<file path="config.mk">
export PLATFORM = sky130hd
export DESIGN_NAME = decode38_seq
export DESIGN_NICKNAME = d
export VERILOG_FILES = /design/src/rtl/decode38_seq.sv
export SDC_FILE = /design/constraint.sdc
export NUM_CORES = 1
export LEC_CHECK = 0
export ABC_AREA = 1
export CAP_MARGIN = 15
export CORE_MARGIN = 5
export CORE_UTILIZATION = 60
export CTS_BUF_LIST = sky130_fd_sc_hd__clkbuf_16
export CTS_CLUSTER_SIZE = 10
export DETAILED_ROUTE_END_ITERATION = 16
export DONT_BUFFER_PORTS = 1
export PLACE_DENSITY_LB_ADDON = 0.12
export SLEW_MARGIN = 20
export SYNTH_ARGS = -nofsm -noshare
export SYNTH_HDL_FRONTEND = slang
export SYNTH_SLANG_ARGS = --single-unit
</file>
<file path="constraint.sdc">
create_clock -name clk -period 5.15 [get_ports clk]
set_input_delay 0.515 -clock clk [delete_from_list [all_inputs] [get_ports clk]]
set_output_delay 0.515 -clock clk [all_outputs]
set_load 0.005 [all_outputs]
</file>
<file path="src/rtl/decode38_seq.sv">
// Buffered 3-to-8 decoder/sequencer: FIFO of {en,code}, each shown one-hot on y for max(dwell_cfg,1) cycles.
// Latency: push at edge N appears on y after N+1; backpressure: in_ready = !full. Optional `done` via DECODE38_SEQ_DONE_EN.

// Generic synchronous FIFO with fall-through head; ptrs wrap modulo DEPTH (power of two).
// Latency: written entry visible at head one edge after the push.
// Backpressure: writes ignored while full, reads ignored while empty.
module decode38_seq_fifo #(
    parameter int DEPTH = 4,
    parameter int W     = 4
) (
    input  logic                   clk,
    input  logic                   rst_n,
    input  logic                   wr_vld,
    input  logic [W-1:0]           wr_dat,
    input  logic                   rd_rdy,
    output logic [W-1:0]           rd_dat,
    output logic [$clog2(DEPTH):0] cnt,
    output logic                   full,
    output logic                   empty
);
    localparam int AW = $clog2(DEPTH);

    logic [W-1:0]  mem_q [DEPTH];
    logic [AW-1:0] wr_ptr_q, rd_ptr_q;
    logic [AW:0]   cnt_q;
    logic          wr, rd;

    assign full   = (cnt_q == (AW+1)'(DEPTH));
    assign empty  = (cnt_q == '0);
    assign wr     = wr_vld && !full;
    assign rd     = rd_rdy && !empty;
    assign rd_dat = mem_q[rd_ptr_q];
    assign cnt    = cnt_q;

    always_ff @(posedge clk or negedge rst_n) begin
        if (!rst_n) begin
            wr_ptr_q <= '0;
            rd_ptr_q <= '0;
            cnt_q    <= '0;
        end else begin
            if (wr) wr_ptr_q <= wr_ptr_q + 1'b1;
            if (rd) rd_ptr_q <= rd_ptr_q + 1'b1;
            case ({wr, rd})
                2'b10:   cnt_q <= cnt_q + 1'b1;
                2'b01:   cnt_q <= cnt_q - 1'b1;
                default: cnt_q <= cnt_q;
            endcase
        end
    end

    always_ff @(posedge clk) begin
        if (wr) mem_q[wr_ptr_q] <= wr_dat;
    end
endmodule

// Decode sequencer: pops FIFO entries and holds each on y for its dwell period, back-to-back when more are queued.
// Latency: one edge from non-empty FIFO to y; entry lasts max(dwell_cfg,1) cycles, dwell_cfg sampled every cycle.
// Backpressure: in_ready is !full only; a same-edge pop does not free a slot for a push.
module decode38_seq #(
    parameter int DEPTH = 4,
    parameter int DW_W  = 8
) (
    input  logic                   clk,
    input  logic                   rst_n,
    input  logic                   in_valid,
    output logic                   in_ready,
    input  logic [2:0]             in_code,
    input  logic                   in_en,
    input  logic [DW_W-1:0]        dwell_cfg,
    output logic [7:0]             y,
    output logic                   out_valid,
`ifdef DECODE38_SEQ_DONE_EN
    output logic                   done,
`endif
    output logic [$clog2(DEPTH):0] fifo_cnt
);
    typedef struct packed {
        logic       en;
        logic [2:0] code;
    } entry_t;

    typedef enum logic {IDLE = 1'b0, HOLD = 1'b1} state_t;

    state_t          state_q, state_d;
    logic [DW_W-1:0] dwell_q, dwell_d;
    logic [7:0]      y_q, y_d;
    logic            out_valid_q, out_valid_d;
    logic [DW_W-1:0] last_cnt;
    logic            entry_end;
    logic            pop;
    logic            full, empty;
    entry_t          head;
    entry_t          push_dat;

    assign push_dat = '{en: in_en, code: in_code};

    decode38_seq_fifo #(.DEPTH(DEPTH), .W($bits(entry_t))) u_fifo (
        .clk    (clk),
        .rst_n  (rst_n),
        .wr_vld (in_valid),
        .wr_dat (push_dat),
        .rd_rdy (pop),
        .rd_dat (head),
        .cnt    (fifo_cnt),
        .full   (full),
        .empty  (empty)
    );

    assign in_ready = !full;

    // >= rather than == so that shrinking dwell_cfg below the running count ends the entry on the next edge.
    assign last_cnt  = (dwell_cfg == '0) ? '0 : dwell_cfg - DW_W'(1);
    assign entry_end = (dwell_q >= last_cnt);

`ifdef DECODE38_SEQ_DONE_EN
    logic done_q, done_d;
    assign done = done_q;
`endif

    always_comb begin
        state_d     = state_q;
        dwell_d     = dwell_q;
        y_d         = y_q;
        out_valid_d = out_valid_q;
        pop         = 1'b0;
`ifdef DECODE38_SEQ_DONE_EN
        done_d      = 1'b0;
`endif
        case (state_q)
            IDLE: begin
                if (!empty) begin
                    pop         = 1'b1;
                    y_d         = head.en ? (8'b1 << head.code) : 8'h00;
                    out_valid_d = 1'b1;
                    dwell_d     = '0;
                    state_d     = HOLD;
                end
            end
            HOLD: begin
                if (entry_end) begin
                    dwell_d = '0;
                    if (!empty) begin
                        pop = 1'b1;
                        y_d = head.en ? (8'b1 << head.code) : 8'h00;
                    end else begin
                        y_d         = 8'h00;
                        out_valid_d = 1'b0;
                        state_d     = IDLE;
`ifdef DECODE38_SEQ_DONE_EN
                        done_d      = 1'b1;
`endif
                    end
                end else begin
                    dwell_d = dwell_q + DW_W'(1);
                end
            end
            default: state_d = IDLE;
        endcase
    end

    always_ff @(posedge clk or negedge rst_n) begin
        if (!rst_n) begin
            state_q     <= IDLE;
            dwell_q     <= '0;
            y_q         <= 8'h00;
            out_valid_q <= 1'b0;
        end else begin
            state_q     <= state_d;
            dwell_q     <= dwell_d;
            y_q         <= y_d;
            out_valid_q <= out_valid_d;
        end
    end

`ifdef DECODE38_SEQ_DONE_EN
    always_ff @(posedge clk or negedge rst_n) begin
        if (!rst_n) done_q <= 1'b0;
        else        done_q <= done_d;
    end
`endif

    assign y         = y_q;
    assign out_valid = out_valid_q;
endmodule

</file>
==> results of run 1 <==
-- through the flow --
stage                     cell area [µm²]  instances  power (mW)  utilization (%)  hold WS (ps)
final                                2640        347        1.46             65.9          38.3
after global routing                 2640        347        1.60             65.9          47.3
after CTS                            2640        347        1.47             65.9          41.4
after detailed placement             2470        338        1.14             61.7           220
after global placement               2470        338        1.12             61.7           220
after floorplan                      2460        293        1.04                -           219
-- Yosys cell counts (4+ instances only) --
library cell | instances | area (µm²)
nand2_1 | 83 | 312
inv_1 | 41 | 154
nor2_1 | 27 | 101
dfrtp_1 | 25 | 626
edfxtp_1 | 16 | 480
nand3_1 | 16 | 80.1
ha_1 | 15 | 188
nand2_2 | 9 | 56.3
a21oi_1 | 7 | 35.0
o21ai_0 | 7 | 35.0
xor2_1 | 5 | 43.8
buf_6 | 4 | 45.0
nand3_2 | 4 | 40.0
o211ai_1 | 4 | 30.0
o22ai_1 | 4 | 25.0
-- power groups by stage --
stage / sequential (mW) / combinational, mW / clock, mW
floorplan: 0.531 / 0.512 / 0
global placement: 0.580 / 0.543 / 0
detailed placement: 0.581 / 0.555 / 0
CTS: 0.578 / 0.574 / 0.315
global route: 0.600 / 0.666 / 0.329
finish: 0.577 / 0.571 / 0.312
-- cell families (layout without fill, tap and decap cells) --
| kind of cell | Yosys count | count (layout) |
|---|---|---|
| compound gates | 30 | 30 |
| xor+xnor | 7 | 7 |
| fa+ha+maj | 16 | 16 |
| buf+inv | 49 | 53 |
| flops | 41 | 41 |
| simple gates | 150 | 150 |
-- sequential cells by signal, summed over array words and instances, names as in the netlist --
name             count
dwell_q              8
out_valid            1
state_q              1
u_fifo.cnt           3
u_fifo.mem_q        16
u_fifo.rd_ptr_q      2
u_fifo.wr_ptr_q      2
y                    8
-- layer usage --
layer | wire, µm | GRT usage (%) | part of all wire [%] | vias to the layer above
met5 | 0 | 0 | 0 | -
met4 | 55 | 7.24 | 1.2 | 0
met3 | 373 | 7.97 | 8.0 | 4
met2 | 2050 | 30.2 | 44 | 40
met1 | 2180 | 26.2 | 47 | 806
li1 | - | - | - | 932
-- timing repair --
| action | in CTS | in global routing |
|---|---|---|
| endpoints found under the setup margin | 0 | 0 |
| hold buffers | 1 | 0 |
| resized for setup | 0 | 0 |
| endpoints found under the hold margin | 25 | 0 |
-- area by class of cell --
cell class	instances	area [µm²]	share of cell area [%]
clock buffer	5	125	4.75
multi-input combinational	203	1130	42.8
timing repair buffer	1	20.0	0.759
inverter	44	170	6.45
tap	50	62.6	2.37
sequential	41	1110	42.0
clock inverter	3	25.0	0.949
-- worst max-delay path, stage by stage --
cell     delay [ps]
inv_1            30
ha_1            220
inv_1            80
nor2_1           60
nand3_1         170
o21ai_0         140
ha_1            290
nand2_1          60
nor2_1          100
nor2_1           40
nand2_1          40
nand2_1         100
nand2_2         250
nand2_4          80
inv_1            60
ha_1            130
inv_1            70
fa_1            400
a21oi_1         150
o21ai_0         110
xor2_1          150
-- worst min path at each step --
stage | from | end | slack [ps] | cells after the start
final | rst_n | u_fifo.rd_ptr_q[0] | 40 | 1
after global routing | rst_n | u_fifo.rd_ptr_q[0] | 50 | 1
after CTS | rst_n | u_fifo.rd_ptr_q[0] | 40 | 1
after detailed placement | rst_n | u_fifo.wr_ptr_q[0] | 220 | 0
after global placement | rst_n | u_fifo.wr_ptr_q[0] | 220 | 0
after floorplan | rst_n | dwell_q[0] | 220 | 0
==> results.cfg, run 1 <==
[power]
seqPwrFrac_pct = 39.5
swShare_pct = 42.2
p_leak_nw = 1.31
power_frac_comb_pct = 39.1
p_sw_uw = 616
internal_power_uw = 845
p_per_area_nw_per_um2 = 554
p_clk_share_pct = 21.4
peakVddDrop_mv = 0.383

[flow_run]
cap_violations = 0

[synthesis]
synth-compound-area-share_pct = 7.37
synth_fa_ha_area_share_pct = 8.43
ys_ff_latch = 41
yosysUniqueCellTypes = 32
synth_top_family_by_area = simple AND/OR/NAND/NOR gates
synth_nets = 324
syn_area_um2 = 2460
yosysWarnings = 0
synth_edf_count = 16
syn_inst = 293
muxShareOfSynthArea_pct = 0
ys_seq_area_share_pct = 44.9
yosys.area_share.simple_pct = 27.5
avgSynthCellArea_um2 = 8.40
synth_xor_area_share_pct = 2.49
synth_flop_cell = dfrtp_1
synthArstFlopShare_pct = 61.0

[floorplan]
ios = 28
dieHeight_um = 74.1
core_area_um2 = 4000
dieArea_um2 = 5480
fp-row-count = 23
initial_utilization_pct = 61.6
die_w_um = 74.1

[timing]
hold_viol_final = 0
period_needed_ps = 3070
maxSlewHeadroom_pct = 66.5
fin_crit_sh_pct = 59.6
setup_viol = 0
fmax_mhz = 326
final_max_slew_viol_count = 0
worst_pin_slew_ps = 503
worst_slack_ps = 2080
grt_setup_unrepaired = no
skew_ps = 5.00
fin_setup_tns_ps = 0

[final_layout]
mostFrequentLayoutCells = 83 x nand2_1, 41 x inv_1, 27 x nor2_1, 25 x dfrtp_1
fin_nets = 327
antennaDiodeCount = 0
drive_gt1_share_pct = 12.1
area_growth_pct = 7.06
fillers = 346
mostFrequentLayoutCell = nand2_1

[global_route]
first_global_vias = 1799
grt_max_degree = 26
grtUsageTotal_pct = 20.0
grt_overflow = 0
grt_pass1_wl_um = 8220
grt_antenna_before_repair = 0

[cts]
clkLatencyLatePin_ps = 290
cts_tree = yes
cts_buffer_depth = 2
postCtsSetupRepairBufs = 0
htree_levels = 2
cts.reportedPaths.clkPinSlew_ps = 60
cts_num_sinks = 41
cts_buffers = 5
cts_root_buf = clkbuf_16

[worst_setup_path]
cp-endpoint = u_fifo.cnt[2]
r2r_cells = 15
arrival_ps = 3230
cp-start-kind = primary input
reg2reg_from = dwell_q[3]
crit_start = dwell_cfg[0]
r2r_end = u_fifo.cnt[2]
reg2reg_slack_ps = 2520
cp-end-kind = flip-flop
critPathMaxFanout = 11
worstPathRequired_ps = 5310
critPathKind = in2reg

[detailed_routing]
num_vias = 1782
viasPerCell = 5.14
drc_errors = 0
detail-route-antenna-nets = 0
dr.first_iter.drc_count = 98
drtPass1Iterations = 4
routed_wirelength_um = 4660
wire_per_inst_um = 13.4

[place]
hpwl_um = 3430
gp_congestion = 0.853
place_ws_ps = 1820
io_buffers = 0

[worst_hold_path]
holdCritPathClass = in2async

[outcome]
status = complete, no violations
No activity file was read; power rests on OpenSTA's default activity.
==> inputs of run 2 (changes only) <==
--- a/config.mk
+++ b/config.mk
@@ -8,7 +8,7 @@
 export ABC_AREA = 1
 export CAP_MARGIN = 15
 export CORE_MARGIN = 5
-export CORE_UTILIZATION = 60
+export CORE_UTILIZATION = 57
 export CTS_BUF_LIST = sky130_fd_sc_hd__clkbuf_16
 export CTS_CLUSTER_SIZE = 10
 export DETAILED_ROUTE_END_ITERATION = 16
==> constraint.sdc (replaced) <==
create_clock -name clk -period 2.6 [get_ports clk]
set_input_delay 0.26 -clock clk [delete_from_list [all_inputs] [get_ports clk]]
set_output_delay 0.26 -clock clk [all_outputs]
set_load 0.005 [all_outputs]
==> run 2 against run 1 <==
  * Design area is 4.0% higher
  * Combinational power is 96% higher
  * Routed wire length is 9.7% lower
  * Die area is 4.5% higher
  * Critical endpoint unchanged
==> results.cfg, run 2 (synthesized netlist as in run 1, its figures left out) <==
[place]
gp_congestion = 0.807
io_buffers = 0
place_ws_ps = -55.7
hpwl_um = 3270

[timing]
final_max_slew_viol_count = 0
setup_viol = 0
period_needed_ps = 2360
skew_ps = 3.96
worst_slack_ps = 242
fmax_mhz = 424
grt_setup_unrepaired = no
worst_pin_slew_ps = 465
hold_viol_final = 0
maxSlewHeadroom_pct = 69.0
fin_crit_sh_pct = 90.7

[final_layout]
finalCoreUtilization_pct = 64.3
fin_nets = 332
multi_input_area_um2 = 1180
area_growth_pct = 11.4
mostFrequentLayoutCells = 82 x nand2_1, 37 x inv_1, 25 x nor2_1, 25 x dfrtp_1, 16 x edfxtp_1
mostFrequentLayoutCell = nand2_1
largest_reg_flops = 16
drive_gt1_share_pct = 16.9
antennaDiodeCount = 0
final-seq-area_um2 = 1110
fillers = 375
largest-register = u_fifo.mem_q

[worst_setup_path]
arrival_ps = 2520
critPathMaxFanout = 3
worstPathRequired_ps = 2760
critPathKind = in2reg
cp-start-kind = primary input
cp-end-kind = flip-flop

[cts]
cts_buffers = 5
cts_tree = yes
cts.reportedPaths.clkPinSlew_ps = 60
clkLatencyLatePin_ps = 280
cts_root_buf = clkbuf_16
htree_levels = 2
cts_buffer_depth = 2
postCtsSetupRepairBufs = 0
cts_num_sinks = 41

[floorplan]
core_area_um2 = 4260
dieHeight_um = 75.7
die_w_um = 75.7
ios = 28
dieArea_um2 = 5730
fp-row-count = 24
initial_utilization_pct = 57.7

[global_route]
grtUsageTotal_pct = 16.7
grt_overflow = 0
grt_pass1_wl_um = 7290
grt_max_degree = 26
grt_antenna_before_repair = 0
first_global_vias = 1744

[outcome]
status = complete, no violations

[detailed_routing]
num_vias = 1785
wire_per_inst_um = 11.9
drc_errors = 0
dr.first_iter.drc_count = 87
detail-route-antenna-nets = 0
viasPerCell = 5.04
routed_wirelength_um = 4210
drtPass1Iterations = 4

[power]
p_per_area_nw_per_um2 = 1030
peakVddDrop_mv = 0.509
p_leak_nw = 1.33

[worst_hold_path]
holdCritPathClass = in2reg

[flow_run]
cap_violations = 0
run 2: layout make-up:
class	count	share of cell area, %
Clock buffer	5	4.56
Timing Repair Buffer	6	2.19
Clock inverter	3	0.547
Sequential cell	41	40.3
Multi-Input combinational cell	203	43.0
Tap cell	52	2.37
Inverter	44	7.03
run 2: critical path, stage by stage:
cell	delay, ps
inv_6	30
ha_4	130
inv_4	40
nor4_2	280
a21oi_1	90
ha_1	290
nand2_1	70
nor2_1	140
nand2_2	80
nand2_2	90
nand2_4	50
inv_2	60
ha_4	130
inv_4	40
fa_2	340
a21oi_1	120
o21ai_1	90
xor2_1	160
run 2: power breakdown:
part	internal [mW]	switching (mW)	leakage, nW
Sequential	0.901	0.229	0.460
Combinational	0.449	0.675	0.806
Clock	0.348	0.235	0.0687
run 2: path summary, 6_finish.rpt:
| kind | start | to | slack [ps] | depth (start not counted) |
|---|---|---|---|---|
| max | dwell_cfg[0] | u_fifo.cnt[2] | 240 | 18 |
| min | in_code[1] | u_fifo.mem_q[3][1] | 80 | 0 |
| max reg2reg | dwell_q[2] | u_fifo.cnt[2] | 300 | 15 |
| min reg2reg | y[7] | y[7] | 510 | 2 |
| max in group asynchronous | rst_n | y[7] | 2030 | 2 |
| min in group asynchronous | rst_n | dwell_q[6] | 410 | 2 |
run 2: through the flow:
stage	hold WS (ps)	setup TNS, ps	instance area [µm²]	power [mW]	cells
2_1_floorplan	-35.6	0	2540	2.10	293
3_3_place_gp	-34.8	-22.8	2570	2.24	344
3_5_place_dp	-34.8	-55.7	2570	2.27	344
4_1_cts	68.2	0	2740	2.89	354
5_1_grt	61.3	0	2740	3.13	354
6_report	75.6	0	2740	2.84	354
run 2: layer usage:
layer	vias to the layer above	routed length (µm)	GRT usage, %
met5	-	0	0
met4	0	48	5.63
met3	4	137	4.62
met2	20	2120	28.5
met1	815	1900	20.4
li1	946	-	-
run 2: repair_timing:
item | in CTS | in global routing
resized for setup | 0 | 0
endpoints found under the hold margin | 25 | 0
hold buffers | 2 | 0
==> inputs of run 3 (changes only) <==
--- a/config.mk
+++ b/config.mk
@@ -9,7 +9,6 @@
 export CAP_MARGIN = 15
 export CORE_MARGIN = 5
 export CORE_UTILIZATION = 57
-export CTS_BUF_LIST = sky130_fd_sc_hd__clkbuf_16
 export CTS_CLUSTER_SIZE = 10
 export DETAILED_ROUTE_END_ITERATION = 16
 export DONT_BUFFER_PORTS = 1
@@ -17,4 +16,5 @@
 export SLEW_MARGIN = 20
 export SYNTH_ARGS = -nofsm -noshare
 export SYNTH_HDL_FRONTEND = slang
+export SYNTH_HIERARCHICAL = 1
 export SYNTH_SLANG_ARGS = --single-unit
==> run 3 against run 2 <==
  * Sequential share of layout area up 1.1 points
  * Design area decreased by 2.7%
  * Register-to-register slack about the same
  * Via count fell by 1.4%
  * Total power is 9.6% lower
  * Highest routed layer unchanged
  * Sequential power shrank 8%
  * Die area shrank 3.5%
  * Routed wire length shrank 0.43%
  * Non-clock buffer count grew 3
  * Critical endpoint is now u_fifo/cnt[2]
  * Largest cell class is now flip-flops and latches
  * Setup slack got worse by 33 ps
  * Flip-flop and latch count did not move
==> results.cfg, run 3 <==
[floorplan]
dieHeight_um = 74.4
die_w_um = 74.4
initial_utilization_pct = 59.1
dieArea_um2 = 5530
ios = 28
fp-row-count = 23
core_area_um2 = 4000

[global_route]
grtUsageTotal_pct = 17.4
first_global_vias = 1722
grt_antenna_before_repair = 0
grt_overflow = 0
grt_max_degree = 26
grt_pass1_wl_um = 7290

[worst_setup_path]
critPathKind = in2reg
crit_slowest_cell = fa_2
reg2reg_from = dwell_q[7]
critPathBufInv = 4
worstPathRequired_ps = 2790
cp_common_cell = nand2_1
arrival_ps = 2580
critPathMaxStageDelay_ps = 350
cp-end-kind = flip-flop
cp_top_family = simple AND/OR/NAND/NOR gates
crit_start = dwell_cfg[1]
crit_chain = inv_12 > ha_4 > inv_2 > nor4_1 > a21oi_1 > ha_1 > nand2_1 > nor2_1 > nand2_2 > a21oi_2 > nand2_1 > inv_1 > ha_2 > inv_2 > fa_2 > nand2_1 > nand3_1 > nand2_1 > nand2_1
critPathMaxFanout = 3
cp-start-kind = primary input

[detailed_routing]
routed_wirelength_um = 4190
drtPass1Iterations = 4
num_vias = 1760
wire_per_inst_um = 12.1
dr.first_iter.drc_count = 83
drc_errors = 0
detail-route-antenna-nets = 0
viasPerCell = 5.07

[synthesis]
syn_area_um2 = 2360
syn_inst = 283
yosysWarnings = 6
post-synth-top-count-cell = nand2_1
yosysUniqueCellTypes = 30
ys_ff_latch = 41
avgSynthCellArea_um2 = 8.35
synth_flop_cell = dfrtp_1
synth_nets = 314
yosysTopAreaCell = dfrtp_1
synth.area.top_cells = dfrtp_1 26%, edfxtp_1 20%, nand2_1 12%, inv_1 8.1%, ha_1 7.9%
ys_seq_area_share_pct = 46.8
synth_edf_count = 16
netlist.area_leader.share_pct = 26.5
synthArstFlopShare_pct = 61.0
synthTopCellsByCount = 74 x nand2_1, 51 x inv_1, 28 x nand3_1, 25 x dfrtp_1, 20 x nor2_1

[final_layout]
fillers = 338
antennaDiodeCount = 0
fin_nets = 327
stdcell_area_um2 = 2670
mostFrequentLayoutCells = 73 x nand2_1, 46 x inv_1, 27 x nand3_1, 25 x dfrtp_1, 19 x nor2_1
area_growth_pct = 12.9
largest_reg_flops = 16
drive_gt1_share_pct = 13.1
largest-register = u_fifo/mem_q
mostFrequentLayoutCell = nand2_1

[outcome]
status = complete, no violations

[place]
place_area_um2 = 2520
io_buffers = 0
hpwl_um = 3300
gp_congestion = 0.754

[worst_hold_path]
holdCritPathClass = in2reg
hold_start = in_code[2]

[timing]
grt_setup_unrepaired = no
fin_crit_sh_pct = 92.0
skew_ps = 7.22
maxSlewHeadroom_pct = 69.2
fmax_mhz = 418
setup_viol = 0
final_max_slew_viol_count = 0
worst_pin_slew_ps = 458
period_needed_ps = 2390
hold_viol_final = 0

[power]
seqPwrFrac_pct = 40.7
total_power_mw = 2.56
peakVddDrop_mv = 0.514
p_clk_share_pct = 20.3
p_per_area_nw_per_um2 = 961
p_leak_nw = 1.33
internal_power_mw = 1.56
power_frac_comb_pct = 39.0
swShare_pct = 39.2
p_sw_mw = 1.00

[cts]
cts_num_sinks = 41
cts_buffer_depth = 2
cts_root_buf = clkbuf_8
postCtsSetupRepairBufs = 0
clkLatencyLatePin_ps = 290
cts.reportedPaths.clkPinSlew_ps = 70
htree_levels = 2
cts_buffers = 5
cts_tree = yes

[flow_run]
cap_violations = 0
==> run 3: cell types whose count changed in the layout (fill, tap and decap cells not counted), moves of 4 or more <==
cell / change
clkbuf_16: -5
clkbuf_8: +6
inv_1: +9
nand2_1: -9
nand2_2: -8
nand3_1: +12
nor2_1: -6
nor4_1: +7
o211ai_1: +4
==> run 3: cell type report <==
class                      count  area, µm²  area share, %
sequential                    41       1110           41.5
multi-input combinational    187       1080           40.7
inverter                      52        215           8.07
clock buffer                   7       86.3           3.24
timing repair buffer           9       82.6           3.10
tap                           50       62.6           2.35
clock inverter                 1       30.0           1.13
==> run 3: logic make-up (layout without fill, tap and decap cells) <==
family,count (synthesis),in the layout,synth area share [%]
AO/OA/AOI/OAI,26,26,7.04
XOR/XNOR,5,5,1.85
adder cells (fa/ha/maj),16,16,8.79
buffers and inverters,55,69,9.26
flip-flops,41,41,46.8
AND/OR/NAND/NOR,140,140,26.3
==> run 3: power by group through the flow <==
stage	logic [mW]	registers (mW)	clock network, mW
after floorplan	0.833	1.01	0
after global placement	0.963	1.06	0
after detailed placement	0.994	1.06	0
after CTS	1.01	1.05	0.532
after global routing	1.17	1.07	0.569
final	1.00	1.04	0.521
==> run 3: worst register-to-register path, cell delays in order (launching register included) <==
cell and delay [ps]:
dfrtp_1 420, ha_1 310, nand2_1 70, nor2_1 190
nand2_2 90, a21oi_2 150, nand2_1 80, inv_1 60
ha_2 170, inv_2 50, fa_2 350, nand2_1 90
nand3_1 70, nand2_1 60, nand2_1 40
==> run 3: worst paths after layout <==
kind	end	slack [ps]	depth (start not counted)
min in group asynchronous	u_fifo/cnt[1]	400	2
min reg2reg	y[7]	500	2
max reg2reg	u_fifo/cnt[2]	290	14
max	u_fifo/cnt[2]	210	19
min	u_fifo/mem_q[2][2]	60	0
max in group asynchronous	dwell_q[2]	2050	2
==> run 3: what timing repair did <==
item | in CTS | in global routing
hold buffers | 2 | 0
endpoints found under the hold margin | 25 | 0
resized for setup | 0 | 0
==> run 3: metrics by stage <==
stage | hold WS [ps] | worst slack (ps) | TNS (ps) | std cells | util, %
floorplan | -35.6 | -15.6 | -28.1 | 283 | -
global placement | -35.0 | -30.2 | -46.0 | 337 | 63.0
detailed placement | -35.0 | -112 | -185 | 337 | 63.0
CTS | 57.7 | 208 | 0 | 347 | 66.7
global route | 40.8 | 14.2 | 0 | 347 | 66.7
finish | 65.0 | 209 | 0 | 347 | 66.7
==> run 3: layer usage <==
layer / track usage, % / up-vias / wire length, µm
li1: - / 938 / -
met1: 19.9 / 787 / 1880
met2: 31.1 / 29 / 2060
met3: 5.14 / 6 / 205
met4: 5.34 / 0 / 51
met5: 0 / - / 0
